**src/rtl/sd_host_pkg.sv**
```systemverilog
// Shared types and default sizing for the SD host register-access path.
package sd_host_pkg;

  localparam int DEF_DATA_WIDTH = 16;
  localparam int DEF_ADDR_WIDTH = 16;
  localparam int DEF_TIMEOUT    = 16;

  typedef enum logic [1:0] {
    IDLE = 2'd0,
    BUSY = 2'd1,
    DONE = 2'd2
  } arb_state_t;

  // One-hot two-way grant to requester index (bit 1 set means requester 1).
  function automatic logic grant_index(input logic [1:0] grant);
    return grant[1];
  endfunction

endpackage

```
**src/rtl/rr_arbiter_2.sv**
```systemverilog
// Two-way round-robin grant selection; 'last' is the index of the requester served most recently.
module rr_arbiter_2 (
  input  logic [1:0] req,
  input  logic       last,
  output logic [1:0] grant
);

  always_comb begin
    grant = 2'b00;
    case (req)
      2'b01:   grant = 2'b01;
      2'b10:   grant = 2'b10;
      2'b11:   grant = last ? 2'b01 : 2'b10;
      default: grant = 2'b00;
    endcase
  end

endmodule

```
**src/rtl/reg_access_arbiter.sv**
```systemverilog
// Shares one register-set port between the host bus and the SD command engine,
// with round-robin grant, registered handshake outputs and an m_ack timeout.
module reg_access_arbiter
  import sd_host_pkg::*;
#(
  parameter int DATA_WIDTH = DEF_DATA_WIDTH,
  parameter int ADDR_WIDTH = DEF_ADDR_WIDTH,
  parameter int TIMEOUT    = DEF_TIMEOUT
) (
  input  logic                    clk,
  input  logic                    reset,
  input  logic [1:0]              req,
  input  logic [1:0]              wnr,
  input  logic [2*ADDR_WIDTH-1:0] addr,
  input  logic [2*DATA_WIDTH-1:0] wdata,
  output logic [1:0]              ack,
  output logic [DATA_WIDTH-1:0]   rdata,
  output logic                    err,
  output logic                    m_req,
  output logic                    m_wnr,
  output logic [ADDR_WIDTH-1:0]   m_addr,
  output logic [DATA_WIDTH-1:0]   m_wdata,
  input  logic                    m_ack,
  input  logic [DATA_WIDTH-1:0]   m_rdata
);

  localparam int CNT_W = $clog2(TIMEOUT) + 1;
  localparam logic [CNT_W-1:0] TO_LAST = CNT_W'(TIMEOUT - 1);
  localparam logic [CNT_W-1:0] CNT_ONE = CNT_W'(1);

  arb_state_t       state;
  arb_state_t       state_next;
  logic [1:0]       grant;
  logic             sel;
  logic             last;
  logic [CNT_W-1:0] cnt;
  logic             start;
  logic             hit;
  logic             expire;

  rr_arbiter_2 u_rr (
    .req   (req),
    .last  (last),
    .grant (grant)
  );

  always_ff @(posedge clk) begin
    if (reset) begin
      state <= IDLE;
    end else begin
      state <= state_next;
    end
  end

  // m_ack is only looked at in BUSY, so stray acks in IDLE/DONE have no effect.
  always_comb begin
    state_next = state;
    start      = 1'b0;
    hit        = 1'b0;
    expire     = 1'b0;
    case (state)
      IDLE: begin
        if (grant != 2'b00) begin
          start      = 1'b1;
          state_next = BUSY;
        end else begin
          state_next = IDLE;
        end
      end
      BUSY: begin
        if (m_ack) begin
          hit        = 1'b1;
          state_next = DONE;
        end else if (cnt == TO_LAST) begin
          expire     = 1'b1;
          state_next = DONE;
        end else begin
          state_next = BUSY;
        end
      end
      DONE: begin
        state_next = IDLE;
      end
      default: begin
        state_next = IDLE;
      end
    endcase
  end

  always_ff @(posedge clk) begin
    if (reset) begin
      sel     <= 1'b0;
      last    <= 1'b1;
      cnt     <= '0;
      ack     <= 2'b00;
      rdata   <= '0;
      err     <= 1'b0;
      m_req   <= 1'b0;
      m_wnr   <= 1'b0;
      m_addr  <= '0;
      m_wdata <= '0;
    end else begin
      ack <= 2'b00;
      if (start) begin
        sel     <= grant_index(grant);
        cnt     <= '0;
        m_req   <= 1'b1;
        m_wnr   <= grant[1] ? wnr[1] : wnr[0];
        m_addr  <= grant[1] ? addr[2*ADDR_WIDTH-1:ADDR_WIDTH] : addr[ADDR_WIDTH-1:0];
        m_wdata <= grant[1] ? wdata[2*DATA_WIDTH-1:DATA_WIDTH] : wdata[DATA_WIDTH-1:0];
      end else if (hit || expire) begin
        // hit takes precedence, so an ack landing on the last BUSY cycle reports no error
        m_req <= 1'b0;
        ack   <= sel ? 2'b10 : 2'b01;
        rdata <= (hit && !m_wnr) ? m_rdata : '0;
        err   <= expire;
        last  <= sel;
      end else if (state == BUSY) begin
        cnt <= cnt + CNT_ONE;
      end
    end
  end

endmodule

```
**config.mk**
```make
export PLATFORM = sky130hd
export DESIGN_NAME = reg_access_arbiter
export DESIGN_NICKNAME = d
export VERILOG_FILES = /design/src/rtl/sd_host_pkg.sv /design/src/rtl/rr_arbiter_2.sv /design/src/rtl/reg_access_arbiter.sv
export SDC_FILE = /design/constraint.sdc
export NUM_CORES = 1
export LEC_CHECK = 0
export BUFFER_PORTS_ARGS = -buffer_cell sky130_fd_sc_hd__buf_2
export CORE_MARGIN = 2
export CORE_UTILIZATION = 41
export CTS_BUF_LIST = sky130_fd_sc_hd__clkbuf_2 sky130_fd_sc_hd__clkbuf_4 sky130_fd_sc_hd__clkbuf_8
export DETAILED_ROUTE_END_ITERATION = 6
export PLACE_DENSITY = 0.78
export SETUP_SLACK_MARGIN = 0.1
export SYNTH_ARGS = -nofsm -noshare
export SYNTH_HDL_FRONTEND = slang
export SYNTH_SLANG_ARGS = --single-unit
```
**constraint.sdc**
```tcl
create_clock -name clk -period 1.8 [get_ports clk]
set_input_delay 0.45 -clock clk [delete_from_list [all_inputs] [get_ports clk]]
set_output_delay 0.45 -clock clk [all_outputs]
set_load 0.02 [all_outputs]
```
Word-level counts from Yosys, hierarchy flattened

Cells that the tools add are included.
Widths: inputs -> output; s select.

Add/sub/neg operators: 1
Equality and inequality tests: 5
Multiplexer cells: 20
Bitwise gates (word level): 2
Reduce and logical (&&, ||, !) cells: 10

Operators by type and width:

| operator            | number |
|---|---|
| $mux 16             | 3 |
| $mux 1              | 11 |
| $mux 2              | 4 |
| $pmux 2 s3          | 1 |
| $add 5x1->5 const B | 1 |
| $eq 5x4->1 const B  | 1 |
| $eq 2x1->1 const B  | 2 |
| $eq 2x2->1 const B  | 2 |
| $pmux 2 s2          | 1 |
| $reduce_and 2->1    | 2 |
| $reduce_bool 2->1   | 2 |
| $reduce_or 3->1     | 1 |
| $logic_not 2->1     | 1 |
| $not 1->1           | 2 |
| $reduce_or 2->1     | 1 |
| $logic_and 1x1->1   | 1 |
| $logic_not 1->1     | 1 |
| $logic_or 1x1->1    | 1 |

Register bits after elaboration: 62
Bits of input ports: 87
Word-level logic and storage cells: 49

Longest topological paths before layout

Depth in word-level cells: 7
Gate-level depth with buffers: 7
Depth with buffers taken out: 6

Hierarchy

A second synthesis with hierarchy kept.

Cell total of the unflattened synthesis: 250
Area total of the unflattened synthesis: 2731.4 um^2

By module, submodules not included:

| module             | instances | cells an instance | area an instance (um^2) | sequential area each (um^2) |
|---|---|---|---|---|
| reg_access_arbiter | 1         | 247               | 2712.6                  | 1241.2 |
| rr_arbiter_2       | 1         | 3                 | 18.8                    | 0.0 |

Least setup slack after synthesis

Ideal clock, no wire load.

Path kind: register -> register
Start point: register cnt[0]
End point: register cnt[3]
Arrival: 1.924 ns
Setup slack: -0.194 ns
Cell stages (with the launch flop): 7
Cells stage by stage: dfxtp_1 ha_1 and3_1 ha_1 or4b_4 or3_1 a21oi_1

Word-level cells in the longest chain between the ends: 7
Elaborated cells on any way between the ends: 8

RTL lines:

| element                    | RTL line                  | text |
|---|---|---|
| start, declared            | reg_access_arbiter.sv:36  | `logic [CNT_W-1:0] cnt;` |
| start signal, assigned     | reg_access_arbiter.sv:119 | `cnt <= cnt + CNT_ONE;` |
| $eq 5x4->1                 | reg_access_arbiter.sv:74  | `end else if (cnt == TO_LAST) begin` |
| $mux 1                     | reg_access_arbiter.sv:74  |  |
| $mux 1                     | reg_access_arbiter.sv:71  | `if (m_ack) begin` |
| $mux 1                     | reg_access_arbiter.sv:61  | `case (state)` |
| $logic_or 1x1->1           | reg_access_arbiter.sv:111 | `end else if (hit \|\| expire) begin` |
| $not 1->1 (no line)        | --                        |  |
| $reduce_and 2->1 (no line) | --                        |  |

Several ways; a longest one is shown, not always the timed one.
A chain may end at the register's enable or synchronous reset.

Final worst setup path

Start point: register cnt[1]
End point: register cnt[2]

Same word-level chain as after synthesis.

==> report_table.html <==
<table>
<tr><th>Metric</th><th>Value</th></tr>
<tr><th colspan="2">Floorplan</th></tr>
<tr><td>I/O pins</td><td>140</td></tr>
<tr><td>Overall die width</td><td>82.36 µm</td></tr>
<tr><td>Row count</td><td>28</td></tr>
<tr><td>Die area</td><td>6783 µm²</td></tr>
<tr><td>Die H</td><td>82.36 µm</td></tr>
<tr><td>Initial Utilization</td><td>42.52%</td></tr>
<tr><td>Placeable core area</td><td>5921 µm²</td></tr>
<tr><th colspan="2">Timing</th></tr>
<tr><td>Setup TNS</td><td>-0.1315 ns</td></tr>
<tr><td>Final max-slew violation count</td><td>0</td></tr>
<tr><td>Slew at the pin closest to its max-slew limit</td><td>0.4249 ns</td></tr>
<tr><td>Final worst path period need</td><td>1.880 ns</td></tr>
<tr><td>Final setup violation count</td><td>2</td></tr>
<tr><td>Number of hold violations in the final report</td><td>0</td></tr>
<tr><td>Crit share post-route</td><td>104.4%</td></tr>
<tr><td>Crit path setup slack, layout</td><td>-0.07950 ns</td></tr>
<tr><td>Hold Slack</td><td>0.3197 ns</td></tr>
<tr><td>Max-slew headroom at the worst pin</td><td>71.62%</td></tr>
<tr><td>RSZ-0062 raised after global routing</td><td>true</td></tr>
<tr><td>Achievable clock frequency</td><td>0.5321 GHz</td></tr>
<tr><td>Final worst clock skew</td><td>0.008171 ns</td></tr>
<tr><th colspan="2">Logic synthesis</th></tr>
<tr><td>Synth Net Count</td><td>374</td></tr>
<tr><td>Area of the mapped netlist</td><td>2517 µm²</td></tr>
<tr><td>Portion of synthesized cell area occupied by the leading cell type</td><td>49.30%</td></tr>
<tr><td>Number of register bits inferred by synthesis</td><td>62</td></tr>
<tr><td>Average cell area after synthesis</td><td>8.833 µm²</td></tr>
<tr><td>Synthesized instance count</td><td>285</td></tr>
<tr><td>Cells taking the most area after synthesis</td><td>dfxtp_1 (49%), a311oi_1 (11%), nand2_1 (10%)</td></tr>
<tr><td>Sequential cell area fraction in the yosys report</td><td>49.30%</td></tr>
<tr><td>Dominant cell type by area after synthesis</td><td>dfxtp_1</td></tr>
<tr><td>Synth unique cells</td><td>33</td></tr>
<tr><td>Count of synthesis-stage warnings from yosys</td><td>0</td></tr>
<tr><th colspan="2">Global routing</th></tr>
<tr><td>Pin count of the biggest net entering global routing</td><td>27</td></tr>
<tr><td>Global-route wire length before repair</td><td>10860 µm</td></tr>
<tr><td>Overall routing resource usage</td><td>21.11%</td></tr>
<tr><td>Vias in the first global route</td><td>2403</td></tr>
<tr><td>Initial antenna violation count</td><td>0</td></tr>
<tr><td>Global-route congestion overflow total</td><td>0</td></tr>
<tr><th colspan="2">Setup path</th></tr>
<tr><td>Crit path max-delay cell type</td><td>or4b_4</td></tr>
<tr><td>Crit path largest cell delay</td><td>0.54 ns</td></tr>
<tr><td>Buf/Inv on CP</td><td>0</td></tr>
<tr><td>Cell breakdown of the critical path</td><td>ha_4 -&gt; and3_4 -&gt; ha_4 -&gt; or4b_4 -&gt; or3_1 -&gt; a21oi_1</td></tr>
<tr><td>Crit path max fanout</td><td>4</td></tr>
<tr><td>Worst EP arrival</td><td>2.15 ns</td></tr>
<tr><td>Kind of start point of the critical path</td><td>register</td></tr>
<tr><td>Required time of the critical path</td><td>2.07 ns</td></tr>
<tr><td>CP delay by family, top</td><td>simple AND/OR/NAND/NOR gates</td></tr>
<tr><td>CP Class</td><td>reg -&gt; reg</td></tr>
<tr><td>Critical path endpoint category</td><td>register</td></tr>
<tr><td>Most frequent cell on the critical path</td><td>ha_4</td></tr>
<tr><th colspan="2">Final layout</th></tr>
<tr><td>Final Cell Area</td><td>3681 µm²</td></tr>
<tr><td>Fraction of final layout cells with drive strength greater than 1</td><td>44.14%</td></tr>
<tr><td>Layout Nets</td><td>519</td></tr>
<tr><td>Filler cells</td><td>522</td></tr>
<tr><td>Seq. cell area</td><td>1244 µm²</td></tr>
<tr><td>Final cell count without fillers</td><td>510</td></tr>
<tr><td>Count of antenna diodes in the layout</td><td>0</td></tr>
<tr><td>Area of combinational cells with multiple inputs</td><td>1221 µm²</td></tr>
<tr><td>Area Overhead vs Synth</td><td>46.22%</td></tr>
<tr><th colspan="2">Flow run</th></tr>
<tr><td>Max-cap check violation count</td><td>0</td></tr>
<tr><th colspan="2">Detailed routing</th></tr>
<tr><td>Post-DR wirelength/cell</td><td>13.94 µm</td></tr>
<tr><td>Final wirelength</td><td>7110 µm</td></tr>
<tr><td>Number of violations reported at the end of detailed-routing iteration 0</td><td>116</td></tr>
<tr><td>1st-pass router iterations</td><td>4</td></tr>
<tr><td>Remaining antenna violation count</td><td>0</td></tr>
<tr><td>Via count</td><td>2725</td></tr>
<tr><td>DRC violation count after routing</td><td>0</td></tr>
<tr><td>Detailed-route vias per instance</td><td>5.343</td></tr>
<tr><th colspan="2">Power</th></tr>
<tr><td>Worst-case vdd ir drop</td><td>0.0006369 V</td></tr>
<tr><td>Power per Cell Area</td><td>997.5 nW/µm²</td></tr>
<tr><td>Leakage power figure</td><td>0.001732 µW</td></tr>
<tr><th colspan="2">Clock tree</th></tr>
<tr><td>Maximum level of the CTS H-tree</td><td>3</td></tr>
<tr><td>Clock transition at the register clock pins on the worst setup and hold paths after CTS</td><td>0.08 ns</td></tr>
<tr><td>Clock insertion delay at the later pin of the skew report</td><td>0.34 ns</td></tr>
<tr><td>Clock sink count</td><td>62</td></tr>
<tr><td>Maximum clock path buffer count</td><td>2</td></tr>
<tr><td>Cts bufs inserted</td><td>9</td></tr>
<tr><td>Clock root cell</td><td>clkbuf_8</td></tr>
<tr><td>CTS tree</td><td>yes</td></tr>
<tr><th colspan="2">Status</th></tr>
<tr><td>Result of the run</td><td>finished with violations</td></tr>
<tr><td>Violations in the final reports</td><td>setup timing</td></tr>
<tr><th colspan="2">Placement</th></tr>
<tr><td>Setup Slack @ Placement</td><td>-0.09511 ns</td></tr>
<tr><td>Port Buf Inserts</td><td>139</td></tr>
<tr><td>Placed Cells incl. Taps</td><td>491</td></tr>
<tr><td>Final HPWL from detailed placement</td><td>4903 µm</td></tr>
<tr><td>Placed inst area</td><td>3383 µm²</td></tr>
<tr><td>Last weighted congestion value of the routability-driven placer</td><td>0.7668</td></tr>
<tr><th colspan="2">Min path</th></tr>
<tr><td>Class of the worst hold path</td><td>in -&gt; reg</td></tr>
</table>
logic make-up (layout without fill, tap and decap cells):
group / count (synthesis) / in the layout / share of synthesized area, %
AOI/OAI and AO/OA: 99 / 99 / 28.23
and+or+nand+nor: 92 / 92 / 16.35
DFF: 62 / 62 / 49.30
buffers and inverters: 29 / 179 / 4.772
adders and majority gates: 2 / 2 / 0.9939
xor gates and xnor gates: 1 / 1 / 0.3480
synthesized netlist by cell type:
cell	number
a211oi_1	2
a21bo_2	2
a21boi_2	1
a21o_1	1
a21oi_1	39
a21oi_2	1
a22o_1	16
a311oi_1	33
and2_1	1
and3_1	2
buf_1	3
buf_2	6
buf_4	1
clkbuf_1	16
dfxtp_1	62
ha_1	2
inv_1	3
nand2_1	70
nand2b_1	1
nand3_1	2
nand3b_1	1
nor2_1	4
nor2b_1	1
nor3_1	2
nor4_1	1
nor4b_2	2
o21ai_0	3
o2bb2ai_1	1
or2_1	1
or2_2	1
or3_1	2
or4b_4	1
xnor2_1	1
state kept, by name, summed over array words and instances (netlist names):
name / count
last: 1
cnt: 5
sel: 1
rdata: 16
m_addr: 16
m_req: 1
m_wnr: 1
state: 2
m_wdata: 16
err: 1
ack: 2
what timing repair did:
action	in CTS	in global routing
resized for setup	5	5
cloned	0	1
setup endpoints to repair	20	23
hold buffers	0	0
pin swaps	4	1
hold endpoints to repair	0	0
setup buffers	1	1
final timing paths:
| kind | depth (start not counted) | slack [ns] | endpoint | start |
|---|---|---|---|---|
| worst max-delay path | 6 | -0.08 | cnt[2]$_SDFFE_PP0P_ | cnt[1]$_SDFFE_PP0P_ |
| worst max register to register | 6 | -0.08 | cnt[2]$_SDFFE_PP0P_ | cnt[1]$_SDFFE_PP0P_ |
| worst min register to register | 1 | 0.47 | rdata[2]$_SDFFE_PP0P_ | rdata[2]$_SDFFE_PP0P_ |
| worst min-delay path | 2 | 0.32 | rdata[9]$_SDFFE_PP0P_ | m_rdata[9] |
layout by cell type, fill, tap and decap left out, types with 2 or more instances in the layout:
master,count
buf_2,139
nand2_1,70
dfxtp_1,60
a21oi_1,39
a311oi_1,33
a22o_1,16
buf_4,16
clkbuf_8,9
inv_1,3
nor2_1,3
buf_6,3
a21bo_2,2
nand3_1,2
or3_1,2
o21ai_0,2
nor3_1,2
a211oi_1,2
ha_4,2
clkinvlp_4,2
bufinv_16,2
dfxtp_2,2
buf_12,2
routing by layer:
layer	vias to the layer above	part of all wire (%)	GRT usage (%)	wire [µm]
li1	1328	-	-	-
met1	1282	42	23.87	3007
met2	107	48	36.53	3404
met3	8	8.2	6.630	581
met4	0	1.6	8.833	117
met5	-	0	0	0
per-stage QoR:
stage | utilization (%) | power (µW)
after floorplan | - | 2017
after global placement | 57.14 | 2305
after detailed placement | 57.14 | 2317
after CTS | 61.48 | 3698
after global routing | 62.17 | 3861
final | 62.17 | 3672
worst reg2reg max path, delay by kind of cell, from the launching register on:
family                     cells  cell delay (ns)
AOI/OAI and AO/OA              1             0.12
DFF                            1             0.34
adders and majority gates      2             0.30
and+or+nand+nor                3             1.05
where the power goes:
group	switching, µW	internal (µW)	leakage, µW
combinational	437	318	0.00112
sequential	68.9	1490	0.000511
clock	577	783	0.000106
area by class of cell:
cell class	instances	share of cell area, %
clock inverters	7	2.651
multi-input cells	194	33.17
flip-flops and latches	62	33.79
clock buffers	9	3.365
well taps	75	2.549
inverters	3	0.3059
repair buffers	160	24.17
(Power assumes the default switching activity.)
